### src/rtl/mux4_rr_arbiter.sv
// Round-robin arbiter sharing one 4:1 data mux among four requesters, with a
// valid/ready output port and a per-grant burst limit.
module mux4_rr_arbiter #(
    parameter int unsigned W         = 8,
    parameter int unsigned MAX_BURST = 4
) (
    input  logic         clk,
    input  logic         rst_n,
    input  logic [3:0]   req,
    input  logic [W-1:0] d0,
    input  logic [W-1:0] d1,
    input  logic [W-1:0] d2,
    input  logic [W-1:0] d3,
    output logic [3:0]   ack,
    output logic [3:0]   grant,
    output logic [1:0]   sel,
    output logic         y_valid,
    output logic [W-1:0] y_data,
    input  logic         y_ready
);

    localparam int unsigned CntW = (MAX_BURST > 1) ? $clog2(MAX_BURST) : 1;
    localparam logic [CntW-1:0] LastBeat = CntW'(MAX_BURST - 1);

    typedef enum logic {StIdle, StBusy} state_e;

    state_e          state_q, state_d;
    logic [3:0]      grant_q, grant_d;
    logic [1:0]      sel_q, sel_d;
    logic [1:0]      ptr_q, ptr_d;
    logic [CntW-1:0] beat_cnt_q, beat_cnt_d;

    logic       xfer;
    logic       pick_found;
    logic [1:0] pick_idx;
    logic [1:0] cand_idx;

    // Scan from ptr upward; iterating downward lets the nearest candidate win.
    always_comb begin
        pick_found = 1'b0;
        pick_idx   = ptr_q;
        cand_idx   = ptr_q;
        for (int k = 3; k >= 0; k--) begin
            cand_idx = ptr_q + 2'(k);
            if (req[cand_idx]) begin
                pick_found = 1'b1;
                pick_idx   = cand_idx;
            end
        end
    end

    always_comb begin
        y_data = d0;
        case (sel_q)
            2'd0: y_data = d0;
            2'd1: y_data = d1;
            2'd2: y_data = d2;
            2'd3: y_data = d3;
            default: y_data = d0;
        endcase
    end

    assign y_valid = (state_q == StBusy) && req[sel_q];
    assign xfer    = y_valid && y_ready;
    assign ack     = xfer ? (4'(1) << sel_q) : 4'b0000;
    assign grant   = grant_q;
    assign sel     = sel_q;

    always_comb begin
        state_d    = state_q;
        grant_d    = grant_q;
        sel_d      = sel_q;
        ptr_d      = ptr_q;
        beat_cnt_d = beat_cnt_q;
        unique case (state_q)
            StIdle: begin
                if (pick_found) begin
                    state_d    = StBusy;
                    sel_d      = pick_idx;
                    grant_d    = 4'(1) << pick_idx;
                    beat_cnt_d = '0;
                end
            end
            StBusy: begin
                // Owner withdrawing or finishing its last allowed beat both hand over.
                if (!req[sel_q] || (xfer && (beat_cnt_q == LastBeat))) begin
                    state_d    = StIdle;
                    grant_d    = 4'b0000;
                    ptr_d      = sel_q + 2'd1;
                    beat_cnt_d = '0;
                end else if (xfer) begin
                    beat_cnt_d = beat_cnt_q + CntW'(1);
                end
            end
            default: state_d = StIdle;
        endcase
    end

    always_ff @(posedge clk or negedge rst_n) begin
        if (!rst_n) begin
            state_q    <= StIdle;
            grant_q    <= 4'b0000;
            sel_q      <= 2'd0;
            ptr_q      <= 2'd0;
            beat_cnt_q <= '0;
        end else begin
            state_q    <= state_d;
            grant_q    <= grant_d;
            sel_q      <= sel_d;
            ptr_q      <= ptr_d;
            beat_cnt_q <= beat_cnt_d;
        end
    end

endmodule

### config.mk
export PLATFORM = sky130hd
export DESIGN_NAME = mux4_rr_arbiter
export DESIGN_NICKNAME = d
export VERILOG_FILES = /design/src/rtl/mux4_rr_arbiter.sv
export SDC_FILE = /design/constraint.sdc
export NUM_CORES = 1
export LEC_CHECK = 0
export CORE_ASPECT_RATIO = 0.9
export CORE_UTILIZATION = 39
export CTS_CLUSTER_SIZE = 16
export DETAILED_ROUTE_END_ITERATION = 8
export GPL_TIMING_DRIVEN = 0
export HOLD_SLACK_MARGIN = 0.08
export PLACE_DENSITY = 0.85
export RECOVER_POWER = 50
export SLEW_MARGIN = 20
export SYNTH_ARGS = -nofsm -noshare
export SYNTH_HDL_FRONTEND = slang
export SYNTH_SLANG_ARGS = --single-unit
### constraint.sdc
create_clock -name clk -period 3 [get_ports clk]
set_clock_uncertainty 0.2 [all_clocks]
set_input_delay 0.45 -clock clk [delete_from_list [all_inputs] [get_ports clk]]
set_output_delay 0.45 -clock clk [all_outputs]
set_load 0.005 [all_outputs]
# ---- Yosys cells after proc, flatten, opt, wreduce, memory -nomap -nowiden
# Cells that the tools add are included.
dict set report classes {
  n_shift 2
  n_reduce_logical 10
  n_eq_ne 7
  div_mod_pow 0
  add_sub_neg 5
  multipliers 0
  n_bitwise 1
  muxes 30
  order_cmp 5
}
# cell n
set op_table {}
lappend op_table {{$pmux 8 s4} 1}
lappend op_table {{$lt 2x3->1 const B} 5}
lappend op_table {{$mux 2} 7}
lappend op_table {{$mux 4} 3}
lappend op_table {{$mux 1} 11}
lappend op_table {{$bmux 1 s2} 5}
lappend op_table {{$pmux 4 s2} 1}
lappend op_table {{$reduce_and 2->1} 4}
lappend op_table {{$shl 1x2->4 const A} 2}
lappend op_table {{$add 2x1->2 const B} 3}
lappend op_table {{$eq 2x2->1 const B} 3}
lappend op_table {{$add 2x2->2 const B} 2}
lappend op_table {{$pmux 2 s2} 1}
lappend op_table {{$logic_and 1x1->1} 3}
lappend op_table {{$ne 3x1->1 const B} 1}
lappend op_table {{$eq 2x1->1 const B} 1}
lappend op_table {{$logic_not 2->1} 1}
lappend op_table {{$ne 2x1->1 const B} 1}
lappend op_table {{$ne 2x2->1 const B} 1}
lappend op_table {{$pmux 1 s2} 1}
lappend op_table {{$logic_not 1->1} 1}
lappend op_table {{$logic_or 1x1->1} 1}
lappend op_table {{$not 1->1} 1}
dict set report totals {
  in_bits 39
  register_bits 11
  mem_count 0
  ram_bits 0
  wordCells 65
  latch_bits 0
  output_inout_bits 19
  rom_bits 0
}

# ---- Logic depth before layout (Yosys ltp)
dict set report logic_depth {
  word_depth 10
  mapped_depth 5
  ltp_nobuf 5
}

# ---- Least setup slack after synthesis
# OpenSTA, ideal clock, no wires.
dict set report synth_path {
  kind {reg2out}
  startpoint {reg sel_q[0], in the netlist sel[0]}
  endpoint {out ack[0]}
  n_path_buf 0
  setup_slack_ps 982
  t_required_ps 2350
  arrival_time_ps 1368
  stages_incl_launch_ff 5
  path_cell_list {dfrtp_1 -> mux4_2 -> nand2_2 -> inv_2 -> and3_1}
}
dict set report synth_between {
  elab_chain_len 5
  word_cells_on_any_way 6
  cone_classes {1 x shift; 3 x mux; 2 x reduce/logical}
}
# element line
set synth_rtl {}
lappend synth_rtl {{start: declaration} 29} ;# logic [1:0] sel_q, sel_d;
lappend synth_rtl {{start signal: assignment} 109} ;# sel_q <= sel_d;
lappend synth_rtl {{$bmux 1 s2} 63} ;# assign y_valid = (state_q == StBusy) && req[sel_q];
lappend synth_rtl {{$mux 1 (implied by the code)} 63}
lappend synth_rtl {{$logic_and 1x1->1} 63}
lappend synth_rtl {{via y_valid} 17} ;# output logic y_valid,
lappend synth_rtl {{$logic_and 1x1->1} 64} ;# assign xfer = y_valid && y_ready;
lappend synth_rtl {{$mux 4} 65} ;# assign ack = xfer ? (4'(1) << sel_q) : 4'b0000;
lappend synth_rtl {{end: declaration} 14} ;# output logic [3:0] ack,
# The timed path passes the listed nets, and every way through them passes these cells. The select of a mux whose other input is x is not followed.

# ---- Worst setup path in the final report
dict set report layout_path {
  startpoint {reg sel_q[0], in the netlist sel[0]}
  endpoint {out y_data[0]}
}
dict set report layout_between {
  elab_chain_len 2
  word_cells_on_any_way 5
  cone_classes {3 x eq/ne; 1 x mux; 1 x reduce/logical}
}
# element line
set layout_rtl {}
lappend layout_rtl {{$eq 2x2->1, or another cell as far along} 54} ;# case (sel_q)
lappend layout_rtl {{$pmux 8 s4 *} 54}
lappend layout_rtl {{end: declaration} 18} ;# output logic [W-1:0] y_data,
# Mark *: on every way between the ends. The rest lies on a longest branch, timed or not.

==> flow_summary.toml <==
[status]
status = "finished clean"

[global_route]
grt-ovfl-total = 0
grt_pass1_wl_microns = 4040
met2_usage_pct = 43.0
met1_usage_pct = 21.4
use_met3_pct = 5.92
grt_usage_pct = 21.4
grt_busiest_layer = "met2"
grt_antenna_before_repair = 0
grt_pass1_vias = 987
grt_max_degree = 12

[yosys]
avgSynthCellArea_sq_um = 9.72
netlist_area_sq_um = 923
yosysUniqueCellTypes = 35
synthCells = 95
syn_nets = 140
ys_warn_count = 0
synth-seq-cells = 11
seq_area_frac_synth_pct = 29.8

[timing]
rsz0062_at_grt = "no"
fmax_ghz = 0.352
worstMarginPinSlew_ns = 0.509
fin_crit_sh_pct = 94.7
setup_slack_ns = 0.159
setup_viol = 0
slew_headroom_pct = 66.0
period_needed_ns = 2.84
hold-worst-slack_ns = 0.300
maxSlewViolCount = 0
hold_viol_final = 0

[setup_path]
regToRegSetupSlack_ns = 1.02
crit_path_start_kind = "flop"
crit_required_ns = 2.35
crit_arrival_ns = 2.19
timing.critical_path.from = "sel[0]"
critical_path_peak_fanout = 9
path_class = "reg -> out"
cp-end-kind = "output port"
critPathCapture = "y_data[0]"
rr_startpoint = "sel[0]"
reg2reg_depth = 4
r2r-end = "ptr_q[1]"

[clock_network]
numCtsBuffers = 3
cts_tree = "yes"
clk_pin_slew_ns = 0.07
root_buffer = "clkbuf_4"
ctsHoldBuffers = 0
htree_levels = 1
clock-sinks = 11
clk_path_buf_depth = 2
clk-insertion-delay-late_ns = 0.26

[placed_design]
placed_cell_area_sq_um = 1530
routabilityCongestion = 0.855
dp_hpwl_microns = 2190
dp.cells = 179
port_buffers = 57
dp_slack_ns = -0.0201

[layout]
nets = 202
fin_area_sq_um = 1550
final_cell_mix = "clkdlybuf4s50_1, inv_1, dfrtp_1"
mostFrequentLayoutCell = "clkdlybuf4s50_1"
syn2layout_area_growth_pct = 67.5
n_antenna_cell = 0
stdcell_count = 183
utilization_pct = 70.2
final_layout_size_suffix_gt1_share_pct = 8.97

[detailed_routing]
first_pass_iters = 6
num_vias = 985
drtAntennaViolNets = 0
vias_per_cell = 5.38
wl_microns = 2770
remaining_drc_errors = 0
routedWlPerCell_microns = 15.1
first_iter_violations = 35

[floorplan]
initial_utilization_pct = 41.9
die_y_microns = 48.2
pin_count = 58
rows = 16
die_x_microns = 53.3
die_area_sq_um = 2570
fp.coreArea_sq_um = 2200

[power_and_ir_drop]
combinationalPowerShare_pct = 67.2
power_density_nw_per_um2 = 770
power_frac_seq_pct = 24.4
p_switching_uw = 458
swShare_pct = 38.4
ir_worst_vdd_mv = 0.533
p_leak_nw = 0.714
pwr-share-clk_pct = 8.4
cell_internal_pwr_uw = 733

[flow_run]
drv_cap = 0

[hold_path]
hold_class = "reg -> reg"
-- registers in the layout, summed over array words and instances, names as in the netlist --
name,count
beat_cnt_q,2
sel,2
state_q,1
grant,4
ptr_q,2
-- cells by family after synthesis --
family,synth area share (%)
AOI/OAI and AO/OA,24.8
adders and majority gates,8.13
buffers and inverters,6.50
DFF,29.8
muxes,14.0
and+or+nand+nor,16.8
-- power by group through the flow --
stage	registers [mW]	clock network, mW	logic, mW
3_5_place_dp	0.294	0	0.812
6_report	0.291	0.0998	0.800
2_1_floorplan	0.275	0	0.444
3_3_place_gp	0.285	0	0.795
5_1_grt	0.301	0.110	0.882
4_1_cts	0.293	0.102	0.828
-- synth_stat cells (all sizes together) --
library cell | number | area (sq um)
dfrtp | 11 | 275
nor2 | 2 | 7.51
a21o | 1 | 8.76
nand3 | 1 | 5.00
o22a | 2 | 17.5
o2bb2ai | 2 | 17.5
a22o | 3 | 26.3
nand2b | 3 | 18.8
o21bai | 1 | 7.51
mux4 | 1 | 22.5
clkbuf | 4 | 15.0
mux2 | 2 | 26.3
o22ai | 1 | 6.26
nor4 | 2 | 27.5
or2b | 2 | 15.0
o31ai | 1 | 7.51
or2 | 2 | 15.0
a21boi | 2 | 18.8
mux2i | 8 | 80.1
a222oi | 8 | 80.1
inv | 12 | 45.0
nor3b | 2 | 20.0
and3 | 4 | 25.0
nand2 | 5 | 21.3
o21ai | 2 | 13.8
ha | 6 | 75.1
a21oi | 5 | 25.0
-- stage by stage --
| step | power (mW) | setup TNS, ns |
|---|---|---|
| after floorplan | 0.719 | 0 |
| after global placement | 1.08 | 0 |
| after detailed placement | 1.11 | -0.0684 |
| after CTS | 1.22 | 0 |
| after global routing | 1.29 | 0 |
| final | 1.19 | 0 |
-- layout make-up --
class	count	area, sq um
clock buffer	4	26.3
inverter	12	45.0
multi-input combinational	68	583
buffer	3	11.3
sequential	11	277
timing repair buffer	58	571
fill	173	656
tap	27	33.8
-- timing repair --
| action | in CTS | in global routing |
|---|---|---|
| resized for setup | 0 | 5 |
| pin swaps | 0 | 0 |
| setup endpoints to repair | 4 | 12 |
| buffers inserted | 1 | 0 |
-- worst min-delay path by stage --
stage                         from  cells past startpoint            end  slack [ns]
final                     grant[1]                      1       grant[1]        0.30
after global routing      grant[3]                      1       grant[3]        0.32
after floorplan              rst_n                      0  beat_cnt_q[0]       -0.05
after CTS                 grant[3]                      1       grant[3]        0.31
after detailed placement  grant[3]                      1       grant[3]        0.29
after global placement    grant[0]                      1       grant[0]        0.27
-- critical path, cell delays in order, from the launching register on --
cell and delay (ns):
dfrtp_2 0.46, inv_1 0.10, ha_1 0.20, clkbuf_1 0.20, a222oi_1 0.36, mux2i_1 0.12, clkdlybuf4s50_1 0.48
-- per-layer routing --
| metal | routed length (microns) | share of wire [%] |
|---|---|---|
| met5 | 0 | 0 |
| met4 | 0 | 0 |
| met3 | 334 | 12 |
| met2 | 1370 | 50 |
| met1 | 1060 | 38 |
Note: power is estimated with default switching activity, not from simulation.
==> RTL change 1 (same settings) <==
Change the parameter `MAX_BURST` from 4 to 8.
--- a/src/rtl/mux4_rr_arbiter.sv
+++ b/src/rtl/mux4_rr_arbiter.sv
@@ -2,7 +2,7 @@
 // valid/ready output port and a per-grant burst limit.
 module mux4_rr_arbiter #(
     parameter int unsigned W         = 8,
-    parameter int unsigned MAX_BURST = 4
+    parameter int unsigned MAX_BURST = 8
 ) (
     input  logic         clk,
     input  logic         rst_n,
Behaviour: not the same (Yosys sat finds a counterexample within 10 cycles, from zero or initial values and one cycle with rst_n low).
==> RTL change 1 against the unedited design <==
Sequential cell count rose by 1. Final area rose by 3.2%. Count of clock-buffer cells in the layout did not move. Synthesized area rose by 4.3%. Total power rose by 2.9%. Wire length fell by 2.0%. Setup slack got worse by 0.056 ns. Utilization rose by 0.35 points.
==> RTL change 1: results (changes against the unedited design) <==
critical_path:
  regToRegSetupSlack_ns: 0.83  # -0.19 ns
  crit_arrival_ns: 2.25  # +0.06 ns
  r2r_cells: 5  # +1
  r2r-end: "beat_cnt_q[0]"
  critPathCapture: "ack[3]"
  reg2reg_from: "sel[1]"
  startpoint: "sel[1]"
timing:
  tns_ns: 0  # unchanged
  relSlewSlack_pct: 63.9  # -2.1 points
  finalHoldWorstSlack_ns: 0.296  # -0.00399 ns
  layout_setup_ws_ns: 0.103  # -0.0559 ns
hold_path:
  hp-class: "reg -> reg"
  holdPathEnd: "grant[2]"
  hold_start: "grant[2]"
synthesis:
  synth_cell_types: 31  # -11%
  yosys-top-cells-area: "dfrtp_1 (31%), ha_1 (9.1%), a222oi_1 (8.3%), mux2i_1 (8.3%), inv_1 (5.1%)"
  post_synth_fa_ha_maj_area_fraction_pct: 9.09  # +0.96 points
  synth-xor-area-share_pct: 0  # unchanged
  yosysSeqAreaShare_pct: 31.2  # +1.4 points
  synth_cells: 98  # +3.2%
  netlist_top_cells_count: "inv_1 (13), dfrtp_1 (12), a222oi_1 (8), mux2i_1 (8), ha_1 (7)"
  synth_compound_area_share_pct: 26.0  # +1.2 points
  synth_nets: 144  # +2.9%
  muxShareOfSynthArea_pct: 13.4  # -0.58 points
cells_and_area:
  final_cells: 185  # +1.1%
  drive_gt1_share_pct: 12.0  # +3.1 points
  layout.nets: 205  # +1.5%
  nFillCells: 190  # +9.8%
clock_network:
  htree_num_levels: 1  # unchanged
  insertion_delay_ns: 0.26  # about the same
  cts_setup_buffers: 0  # -1
  cts_resized: 4  # +4
drt:
  drt-met1-wl_um: 1090  # +2.4%
  wl_met3_um: 292  # -13%
  drt_wl_total_um: 2710  # -2.0%
  dr_total_vias: 1004  # +1.9%
  first_iter_violations: 53  # +51%
  drt-pass1-iter-count: 5  # -1
  wl_met2_um: 1330  # -2.8%
global_routing:
  grtUsageMet2_pct: 39.2  # -3.8 points
  grt_pass1_vias: 1020  # +3.3%
  grt_pass1_wl_um: 4170  # +3.4%
  track_usage_pct: 20.6  # -0.77 points
  met3_usage_pct: 3.12  # -2.8 points
  grt_max_degree: 13  # +1
  grt_use_met1_pct: 23.9  # +2.5 points
placement:
  place_inst: 182  # +1.7%
  placed_cell_area_mm2: 0.00157  # +2.6%
  hpwl_um: 2180  # -0.42%
  dpl_worst_slack_ns: -0.142  # -0.122 ns
  gp_congestion: 0.834  # -2.5%
power:
  p_comb_mw: 0.806  # +0.7%
  swShare_pct: 36.1  # -2.3 points
  leakage_nw: 0.744  # +4.2%
  peakVddDrop_mv: 0.505  # -5.3%
  power_density_mw_per_mm2: 768  # -0.36%
  pwr-share-seq_pct: 24.1  # -0.3 points
run_status:
  status: "finished clean"
## RTL change 1: cell types whose count changed in the layout (fill, tap and decap cells not counted), moves of 2 or more
cell	delta
and3_1	-4
and3_2	+4
dlygate4sd2_1	+4
clkbuf_1	-3
nand2_1	-3
a22o_2	+2
dlymetal6s2s_1	-2
inv_1	+2
## RTL change 1: cell type report
class,count,area [um2],area share (%)
sequential,12,302,18.9
buffer,4,22.5,1.41
tap,27,33.8,2.12
timing repair buffer,57,566,35.4
clock buffer,4,36.3,2.27
multi-input combinational,68,588,36.8
inverter,13,48.8,3.06
## RTL change 1: critical path, cell delays in order, from the launching register on
cell             delay (ns)
dfrtp_1                0.46
mux4_2                 0.57
and2_4                 0.18
buf_6                  0.12
and3_2                 0.20
clkdlybuf4s50_1        0.45
==> RTL change 2 (same settings) <==
Without the edit above. Reset style: synchronous (`rst_n`), changed in one clocked block.
--- a/src/rtl/mux4_rr_arbiter.sv
+++ b/src/rtl/mux4_rr_arbiter.sv
@@ -96,7 +96,7 @@
         endcase
     end
 
-    always_ff @(posedge clk or negedge rst_n) begin
+    always_ff @(posedge clk) begin
         if (!rst_n) begin
             state_q    <= StIdle;
             grant_q    <= 4'b0000;
Check against the original RTL: differs if rst_n is asserted again (counterexample within 4 cycles, from zero or initial values and one cycle with rst_n low); with rst_n held inactive, the same outputs for 10 cycles.
==> RTL change 2 against the unedited design <==
Setup slack lost 0.034 ns. Via count grew 9.4%. Final area shrank 1.2%. Fmax shrank 1.2%. Synthesized cell count grew 13%. Synthesized area shrank 0.54%. Global-route usage shrank 0.43 points. Sequential cell count is the same. Wire length shrank 2.4%. Cell count grew 6.6%. Die area shrank 0.52%.
Power is not compared: it rests on default switching activity, and its combinational part moved more than twofold at a synthesized area within 25%.
==> RTL change 2: results (changes against the unedited design) <==
drt:
  drt_wl_total_um: 2700  # -2.4%
  dr_total_vias: 1078  # +9.4%
  drt-pass1-iter-count: 6  # unchanged
  first_iter_violations: 50  # +43%
cells_and_area:
  layout.nets: 214  # +5.9%
  nFillCells: 194  # +12%
  drive_gt1_share_pct: 8.33  # -0.64 points
timing:
  worst_pin_slew_ns: 0.550  # +0.0418 ns
  maxSlewViolCount: 0  # unchanged
  setup_viol: 0  # unchanged
synthesis:
  synthFlopType: "dfxtp_1"
  muxShareOfSynthArea_pct: 12.3  # -1.7 points
  async_flop_share_pct: 0  # -100 points
  yosys-top-cells-area: "dfxtp_1 (24%), mux2i_1 (9.8%), a222oi_1 (8.7%), ha_1 (8.2%), inv_1 (5.7%)"
  synth_nets: 152  # +8.6%
  yosysSeqAreaShare_pct: 24.0  # -5.8 points
  synth_cell_types: 34  # -2.9%
  synth_compound_area_share_pct: 26.2  # +1.4 points
  netlist_top_cells_count: "inv_1 (14), dfxtp_1 (11), mux2i_1 (9)"
  post_synth_fa_ha_maj_area_fraction_pct: 8.17  # +0.044 points
run_status:
  status: "finished clean"
global_routing:
  grt_pass1_wl_um: 3880  # -3.8%
  grt_pass1_vias: 987  # unchanged
  track_usage_pct: 21.0  # -0.43 points
  grt_max_degree: 11  # -1
clock_network:
  cts_setup_buffers: 0  # -1
  htree_num_levels: 1  # unchanged
  cts_buffers: 3  # unchanged
critical_path:
  cpPeakStageDelay_ns: 0.54  # +0.06 ns
  crit_arrival_ns: 2.22  # +0.03 ns
  crit_fanout: 8  # -1
  slowest_stage: "mux4_2"
placement:
  gp_congestion: 0.766  # -10%
  hpwl_um: 2210  # +0.69%
RTL change 2: cell count changes after synthesis, sizes merged, moves of 3 or more:
cell and delta:
dfrtp -11, a21oi -4, nor2b +3, o21ai +3, a21boi +3, dfxtp +11, a22o -3, and2 +4
nand3 +3
RTL change 2: kinds of logic (layout without fill, tap and decap cells):
logic type,after synthesis,after routing
mux,10,10
compound gates,28,28
simple gates,32,32
fa+ha+maj,6,6
flops,11,11
buf+inv,20,81
RTL change 2: worst paths after layout:
check / from / endpoint / slack, ns / cells past startpoint
max: sel[1] / ack[1] / 0.13 / 5
min: grant[2] / grant[2] / 0.27 / 1
max reg2reg: sel[1] / grant[1] / 0.69 / 6
min reg2reg: grant[2] / grant[2] / 0.27 / 1
RTL change 2: timing repair:
| action | CTS | global route |
|---|---|---|
| resized for setup | 4 | 1 |
| endpoints found under the setup margin | 4 | 7 |
| pin swaps | 0 | 3 |
| hold buffers | 0 | 0 |
RTL change 2: area by class of cell:
class / instances / share of cell area [%]
multi-input cells: 76 / 39.1
repair buffers: 57 / 37.0
flip-flops and latches: 11 / 14.5
inverters: 14 / 3.44
well taps: 27 / 2.21
plain buffers: 6 / 1.97
clock buffers: 4 / 1.72
RTL change 2: through the flow:
step	area [um2]	instances	power (mW)	hold WS (ns)	setup WS [ns]
finish	1530	195	0.483	0.275	0.126
global route	1530	195	0.515	0.315	0.0246
CTS	1540	195	0.490	0.284	0.0888
detailed placement	1520	191	0.394	0.263	-0.106
global placement	1520	191	0.389	0.259	-0.0850
floorplan	918	107	0.271	0.250	0.914
RTL change 2: layer usage:
layer	up-vias	wire length (um)	global-route usage, %
met5	-	0	0
met4	0	57	6.84
met3	10	343	5.40
met2	66	1230	39.0
met1	482	1070	23.7
li1	520	-	-
RTL change 2: power groups by stage:
stage                     Combinational (mW)  Sequential (mW)  Clock [mW]
after detailed placement               0.222            0.172           0
after floorplan                        0.101            0.170           0
after global placement                 0.218            0.171           0
final                                  0.214            0.168       0.100
after global routing                   0.234            0.171       0.110
after CTS                              0.221            0.168       0.100
RTL change 2: critical path, delay by kind of cell (launching register included):
family,cells,cell delay [ns]
buf+inv,2,0.59
mux,1,0.54
flops,1,0.45
simple gates,2,0.38
